File: src/rtl/proc_pkg.sv
// Shared loader/core package: loader state encoding and RV32 constants that the
// loader and the benches building instruction words both use.
package proc_pkg;
  localparam int         WORD_BYTES = 4;
  localparam logic [6:0] OPC_OP     = 7'b0110011;

  typedef enum logic [2:0] {
    LD_IDLE,
    LD_RECV,
    LD_WRITE,
    LD_CHK,
    LD_DONE
  } ld_state_e;
endpackage

File: src/rtl/m_byte_packer.sv
// 4-byte little-endian shift assembler. o_full marks the push that completes a word,
// so the caller can move to its write cycle on the same edge.
module m_byte_packer (
  input  logic        i_clk,
  input  logic        i_rst_n,
  input  logic        i_clr,
  input  logic        i_push,
  input  logic [7:0]  i_byte,
  output logic [31:0] o_word,
  output logic        o_full
);
  logic [31:0] r_word;
  logic [1:0]  r_bcnt;

  // Shifting in from the top leaves byte 0 in [7:0] once four bytes have arrived.
  always_ff @(posedge i_clk or negedge i_rst_n) begin
    if (!i_rst_n) begin
      r_word <= '0;
      r_bcnt <= '0;
    end else if (i_clr) begin
      r_word <= '0;
      r_bcnt <= '0;
    end else if (i_push) begin
      r_word <= {i_byte, r_word[31:8]};
      r_bcnt <= r_bcnt + 2'd1;
    end
  end

  assign o_word = r_word;
  assign o_full = i_push & (r_bcnt == 2'd3);
endmodule

File: src/rtl/m_imem_loader.sv
// Byte-stream to imem writer: packs bytes into RV32 words and holds the core while loading.
// Optional trailing XOR checksum check when IMEM_LOADER_CHKSUM_EN is defined.
module m_imem_loader
  import proc_pkg::*;
#(
  parameter int          ADDR_W    = 10,
  parameter logic [31:0] BASE_ADDR = 32'h0
) (
  input  logic            w_clk,
  input  logic            w_rst_n,
  input  logic            w_start,
  input  logic [ADDR_W:0] w_len,
  input  logic            w_in_valid,
  input  logic [7:0]      w_in_data,
  output logic            w_in_ready,
  output logic            w_we,
  output logic [31:0]     w_wa,
  output logic [31:0]     w_wd,
  output logic            w_busy,
  output logic            w_cpu_hold,
  output logic            w_done,
  output logic            w_err
);
  localparam logic [ADDR_W:0] DEPTH = {1'b1, {ADDR_W{1'b0}}};
`ifdef IMEM_LOADER_CHKSUM_EN
  localparam ld_state_e LD_END = LD_CHK;
`else
  localparam ld_state_e LD_END = LD_DONE;
`endif

  ld_state_e       r_state;
  logic [ADDR_W:0] r_len;
  logic [ADDR_W:0] r_idx;
  logic            w_accept;
  logic            w_push;
  logic            w_clr;
  logic            w_full;
  logic [31:0]     w_word;

  assign w_in_ready = (r_state == LD_RECV) || (r_state == LD_CHK);
  assign w_accept   = w_in_valid & w_in_ready;
  assign w_push     = w_accept & (r_state == LD_RECV);
  assign w_clr      = (r_state == LD_IDLE) & w_start;

  m_byte_packer u_packer (
    .i_clk   (w_clk),
    .i_rst_n (w_rst_n),
    .i_clr   (w_clr),
    .i_push  (w_push),
    .i_byte  (w_in_data),
    .o_word  (w_word),
    .o_full  (w_full)
  );

  always_ff @(posedge w_clk or negedge w_rst_n) begin
    if (!w_rst_n) begin
      r_state <= LD_IDLE;
      r_len   <= '0;
      r_idx   <= '0;
    end else begin
      case (r_state)
        LD_IDLE: if (w_start) begin
          r_len   <= (w_len > DEPTH) ? DEPTH : w_len;
          r_idx   <= '0;
          r_state <= (w_len == '0) ? LD_END : LD_RECV;
        end
        LD_RECV:  if (w_full) r_state <= LD_WRITE;
        LD_WRITE: if (r_idx + 1'b1 == r_len) begin
          r_state <= LD_END;
        end else begin
          r_idx   <= r_idx + 1'b1;
          r_state <= LD_RECV;
        end
        LD_CHK:   if (w_accept) r_state <= LD_DONE;
        default:  r_state <= LD_IDLE;
      endcase
    end
  end

`ifdef IMEM_LOADER_CHKSUM_EN
  logic [7:0] r_xor;
  logic       r_err;

  // Error stays up through DONE/IDLE so the host can read it after the pulse.
  always_ff @(posedge w_clk or negedge w_rst_n) begin
    if (!w_rst_n) begin
      r_xor <= '0;
      r_err <= 1'b0;
    end else if (w_clr) begin
      r_xor <= '0;
      r_err <= 1'b0;
    end else if (w_push) begin
      r_xor <= r_xor ^ w_in_data;
    end else if (w_accept && (r_state == LD_CHK)) begin
      r_err <= (w_in_data != r_xor);
    end
  end

  assign w_err = r_err;
`else
  assign w_err = 1'b0;
`endif

  assign w_we       = (r_state == LD_WRITE);
  assign w_wa       = BASE_ADDR + 32'(r_idx) * 32'(WORD_BYTES);
  assign w_wd       = w_word;
  assign w_busy     = (r_state != LD_IDLE);
  assign w_cpu_hold = w_busy;
  assign w_done     = (r_state == LD_DONE);
endmodule

File: config.mk
export PLATFORM = sky130hd
export DESIGN_NAME = m_imem_loader
export DESIGN_NICKNAME = d
export VERILOG_FILES = /design/src/rtl/proc_pkg.sv /design/src/rtl/m_byte_packer.sv /design/src/rtl/m_imem_loader.sv
export SDC_FILE = /design/constraint.sdc
export NUM_CORES = 1
export LEC_CHECK = 0
export ABC_AREA = 0
export CAP_MARGIN = 5
export CORE_MARGIN = 2
export CORE_UTILIZATION = 30
export DETAILED_ROUTE_END_ITERATION = 10
export GPL_TIMING_DRIVEN = 0
export PLACE_DENSITY_LB_ADDON = 0.12
export SLEW_MARGIN = 20
export SYNTH_ARGS = -nofsm -noshare
export SYNTH_HDL_FRONTEND = slang
export SYNTH_SLANG_ARGS = --single-unit
export TNS_END_PERCENT = 50
File: constraint.sdc
create_clock -name w_clk -period 5.1 [get_ports w_clk]
set_input_delay 1.275 -clock w_clk [delete_from_list [all_inputs] [get_ports w_clk]]
set_output_delay 1.275 -clock w_clk [all_outputs]
set_load 0.005 [all_outputs]
==> reports/metrics.yaml, run 1 <==
routing:
  dr.pass1.iters: 4
  remaining_drc_errors: 0
  avgViaCountPerCell: 4.49
  routedWlPerCell_um: 13.2
  route.vias.total: 2598
  drt_iter0_drc: 90
  wl_um: 7660
  drtAntennaViolNets: 0
place:
  place_inst: 563
  gp_congestion: 0.794
  placement.io_buffers: 69
  post-dp-hpwl_um: 5680
sta:
  setup_tns_ns: 0
  fin_skew_ns: 0.0106
  setup_viol_count_final: 0
  rsz0062_at_grt: "false"
  final_max_slew_viol_count: 0
  tightest_slew_ns: 0.498
  max_freq_mhz: 303
  maxSlewHeadroom_pct: 66.5
  hold_viol: 0
  post-route-min-period_ns: 3.30
  finalCritPeriodShare_pct: 64.6
die:
  initial_core_util_pct: 31.2
  die_area_um2: 11100
  die_w_um: 105
  core_um2: 9860
  die_y_um: 105
  rows: 36
  ios: 93
yosys:
  synth_edf_count: 0
  netlist_area_um2: 3070
  syn_area_per_cell_um2: 9.06
  async_flop_share_pct: 100
  ys.flop_type: "dfrtp_1"
  yosys_warnings: 0
  synth.distinct_cells: 51
  synthCells: 339
  ys_seq_area_share_pct: 48.0
  synth.ff_latch_count: 59
power_and_ir_drop:
  switchingPower_w: 0.000723
  p_seq_share_pct: 38.2
  ir_drop_mv: 0.279
  pwr-share-comb_pct: 38.2
  p_leak_nw: 1.89
  finalPower_w: 0.00207
  power_density_nw_per_um2: 486
  intPower_w: 0.00135
  clkPwrFrac_pct: 23.6
  switching_share_pct: 34.9
global_routing:
  grt_max_degree: 51
  grtUsageMet1_pct: 18.2
  antenna_found_initial: 0
  use_met3_pct: 3.90
  grt_first_pass_wirelength_um: 12400
  grt.met2_usage_pct: 22.6
  top_usage_layer: "met2"
  overflow: 0
  grtUsageTotal_pct: 14.1
  grt_pass1_vias: 2516
clock_tree:
  clock-root-buffer: "clkbuf_8"
  cts_hold_buf: 0
  cts_max_level: 3
  cts_tree: "built"
  cts_buffer_depth: 2
  clkTransAtPathRegs_ns: 0.07
  cts.repair.resized: 0
  insertion_delay_ns: 0.34
  numCtsBuffers: 9
  cts_setup_buffers: 0
  clock_sinks: 59
final_layout:
  n_antenna_cell: 0
  drive_gt1_share_pct: 14.1
  final_cell_count_no_fill: 579
  area_growth_pct: 38.6
  multi_input_area_um2: 1400
  seqCellArea_um2: 1480
  nNetsFinal: 466
  fillers: 1012
worst_setup_path:
  max_stage_delay_ns: 0.51
  path_max_fanout: 8
  path_cells: "or3_1, clkbuf_1, inv_1, clkdlybuf4s50_1"
  critPathBufInv: 3
  path_class: "register to output port"
  cp_data_arrival_time_ns: 2.02
  slowest_stage: "clkdlybuf4s50_1"
  worst_setup_path_end_kind: "output port"
  startpoint_type: "register"
  worstPathRequired_ns: 3.83
  path_delay_family: "buffers and inverters"
hold_path:
  worstHoldPathType: "register to register"
run:
  cap_violations: 0
run_status:
  status: "finished, final reports clean"
[per-stage QoR]
| step | utilization, % | cell area (µm²) | setup WS (ns) | hold WS (ns) |
|---|---|---|---|---|
| after floorplan | - | 3150 | 2.50 | 0.459 |
| after global placement | 40.6 | 4010 | 0.722 | 0.481 |
| after detailed placement | 40.9 | 4030 | 1.85 | 0.487 |
| after CTS | 43.2 | 4260 | 1.78 | 0.503 |
| after global routing | 43.2 | 4260 | 1.70 | 0.530 |
| final | 43.2 | 4260 | 1.80 | 0.497 |
[power by group through the flow]
stage	Sequential, W	Clock [W]	Combinational [W]
after detailed placement	0.000798	0	0.000798
after global routing	0.000818	0.000521	0.000885
after floorplan	0.000775	0	0.000384
after CTS	0.000793	0.000501	0.000804
final	0.000791	0.000489	0.000790
after global placement	0.000798	0	0.000789
[flip-flops by register name (all words and copies together), names as in the netlist]
register         cells
u_packer.r_bcnt      2
r_len               11
r_state              3
r_idx               11
u_packer.o_word     32
[metal layers]
metal | vias to the layer above | share of wire (%)
met2 | 60 | 48
met5 | - | 0
met4 | 0 | 1.2
met3 | 9 | 5.0
li1 | 1307 | -
met1 | 1222 | 46
[cells in the final DEF, fill, tap and decap left out, drive strengths merged, types with 6 or more instances in the layout]
| master | Yosys | final |
|---|---|---|
| a22o | 6 | 6 |
| buf | 28 | 30 |
| clkbuf | 15 | 24 |
| clkdlybuf4s50 | 0 | 68 |
| conb | 1 | 22 |
| dfrtp | 59 | 59 |
| nand2 | 84 | 84 |
| nand2b | 7 | 7 |
| nand3 | 9 | 9 |
| nor2 | 8 | 8 |
| o21ai | 47 | 47 |
| xnor2 | 7 | 7 |
| xor2 | 8 | 8 |
[cell usage after synthesis (3+ instances only)]
cell | count | share of area [%]
nand2_1 | 84 | 10
dfrtp_1 | 59 | 48
o21ai_0 | 47 | 7.7
buf_4 | 23 | 5.6
clkbuf_1 | 14 | 1.7
nand3_1 | 9 | 1.5
xor2_1 | 8 | 2.3
nand2b_1 | 7 | 1.4
nor2_1 | 7 | 0.86
xnor2_1 | 6 | 1.7
nor2b_1 | 5 | 1.0
a22o_1 | 4 | 1.1
and3_2 | 4 | 0.98
inv_1 | 4 | 0.49
a21oi_1 | 3 | 0.49
buf_2 | 3 | 0.49
mux2i_1 | 3 | 0.98
nor3_1 | 3 | 0.49
nor4_1 | 3 | 0.61
or3_1 | 3 | 0.61
[final cells by class]
type / count / area share (%)
Tap cell: 133 / 3.91
Timing Repair Buffer: 70 / 16.8
Inverter: 4 / 0.353
Multi-Input combinational cell: 254 / 32.9
Buffer: 43 / 6.11
Clock inverter: 7 / 2.38
Clock buffer: 9 / 2.91
Sequential cell: 59 / 34.7
[final timing paths]
check / slack (ns) / end / from / depth (start not counted)
worst max-delay path: 1.80 / w_we / r_state[2] / 4
worst min-delay path: 0.50 / u_packer.r_bcnt[0] / u_packer.r_bcnt[0] / 1
worst max register to register: 2.21 / r_idx[10] / r_idx[0] / 8
worst min register to register: 0.50 / u_packer.r_bcnt[0] / u_packer.r_bcnt[0] / 1
max in group asynchronous: 3.85 / u_packer.o_word[21] / w_rst_n / 2
min in group asynchronous: 0.76 / r_idx[0] / w_rst_n / 1
[kinds of logic after synthesis]
kind of cell               Yosys count  synth area share (%)
adders and majority gates            2                 0.814
AOI/OAI and AO/OA                   72                  14.8
DFF                                 59                  48.0
muxes                                4                  1.34
other                                1                 0.122
and+or+nand+nor                    139                  21.4
buffers and inverters               47                  8.96
xor gates and xnor gates            15                  4.52
(Power assumes the default switching activity.)
==> run 2: changes to the inputs <==
==> constraint.sdc (replaced) <==
create_clock -name w_clk -period 3.1 [get_ports w_clk]
set_input_delay 0.775 -clock w_clk [delete_from_list [all_inputs] [get_ports w_clk]]
set_output_delay 0.775 -clock w_clk [all_outputs]
set_load 0.005 [all_outputs]
==> results of run 2 <==
The final DEF is identical to that of run 1. Status: finished, final reports clean.
Among the figures that moved: setup slack after placement 1.85 ns -> 0.236 ns; clock-pin slew on the worst setup and hold paths 0.07 ns -> 0.08 ns; setup slack after layout 1.80 ns -> 0.210 ns; hold slack 0.497 ns -> 0.265 ns; start point of the critical path r_state[2] -> r_idx[0]; end point of the critical path w_we -> r_idx[10]; register-to-register setup slack 2.21 ns -> 0.21 ns; total power 0.00207 W -> 0.00341 W; worst IR drop on VDD 0.279 mV -> 0.458 mV
==> run 3: changes to the inputs <==
--- a/config.mk
+++ b/config.mk
@@ -10,6 +10,7 @@
 export CORE_MARGIN = 2
 export CORE_UTILIZATION = 30
 export DETAILED_ROUTE_END_ITERATION = 10
+export GPL_ROUTABILITY_DRIVEN = 1
 export GPL_TIMING_DRIVEN = 0
 export PLACE_DENSITY_LB_ADDON = 0.12
 export SLEW_MARGIN = 20
==> results of run 3 <==
The final DEF is identical to that of run 1. Status: finished, final reports clean.
Among the figures that moved: setup slack after placement 1.85 ns -> 0.236 ns; clock-pin slew on the worst setup and hold paths 0.07 ns -> 0.08 ns; setup slack after layout 1.80 ns -> 0.210 ns; hold slack 0.497 ns -> 0.265 ns; start point of the critical path r_state[2] -> r_idx[0]; end point of the critical path w_we -> r_idx[10]; register-to-register setup slack 2.21 ns -> 0.21 ns; total power 0.00207 W -> 0.00341 W; worst IR drop on VDD 0.279 mV -> 0.458 mV
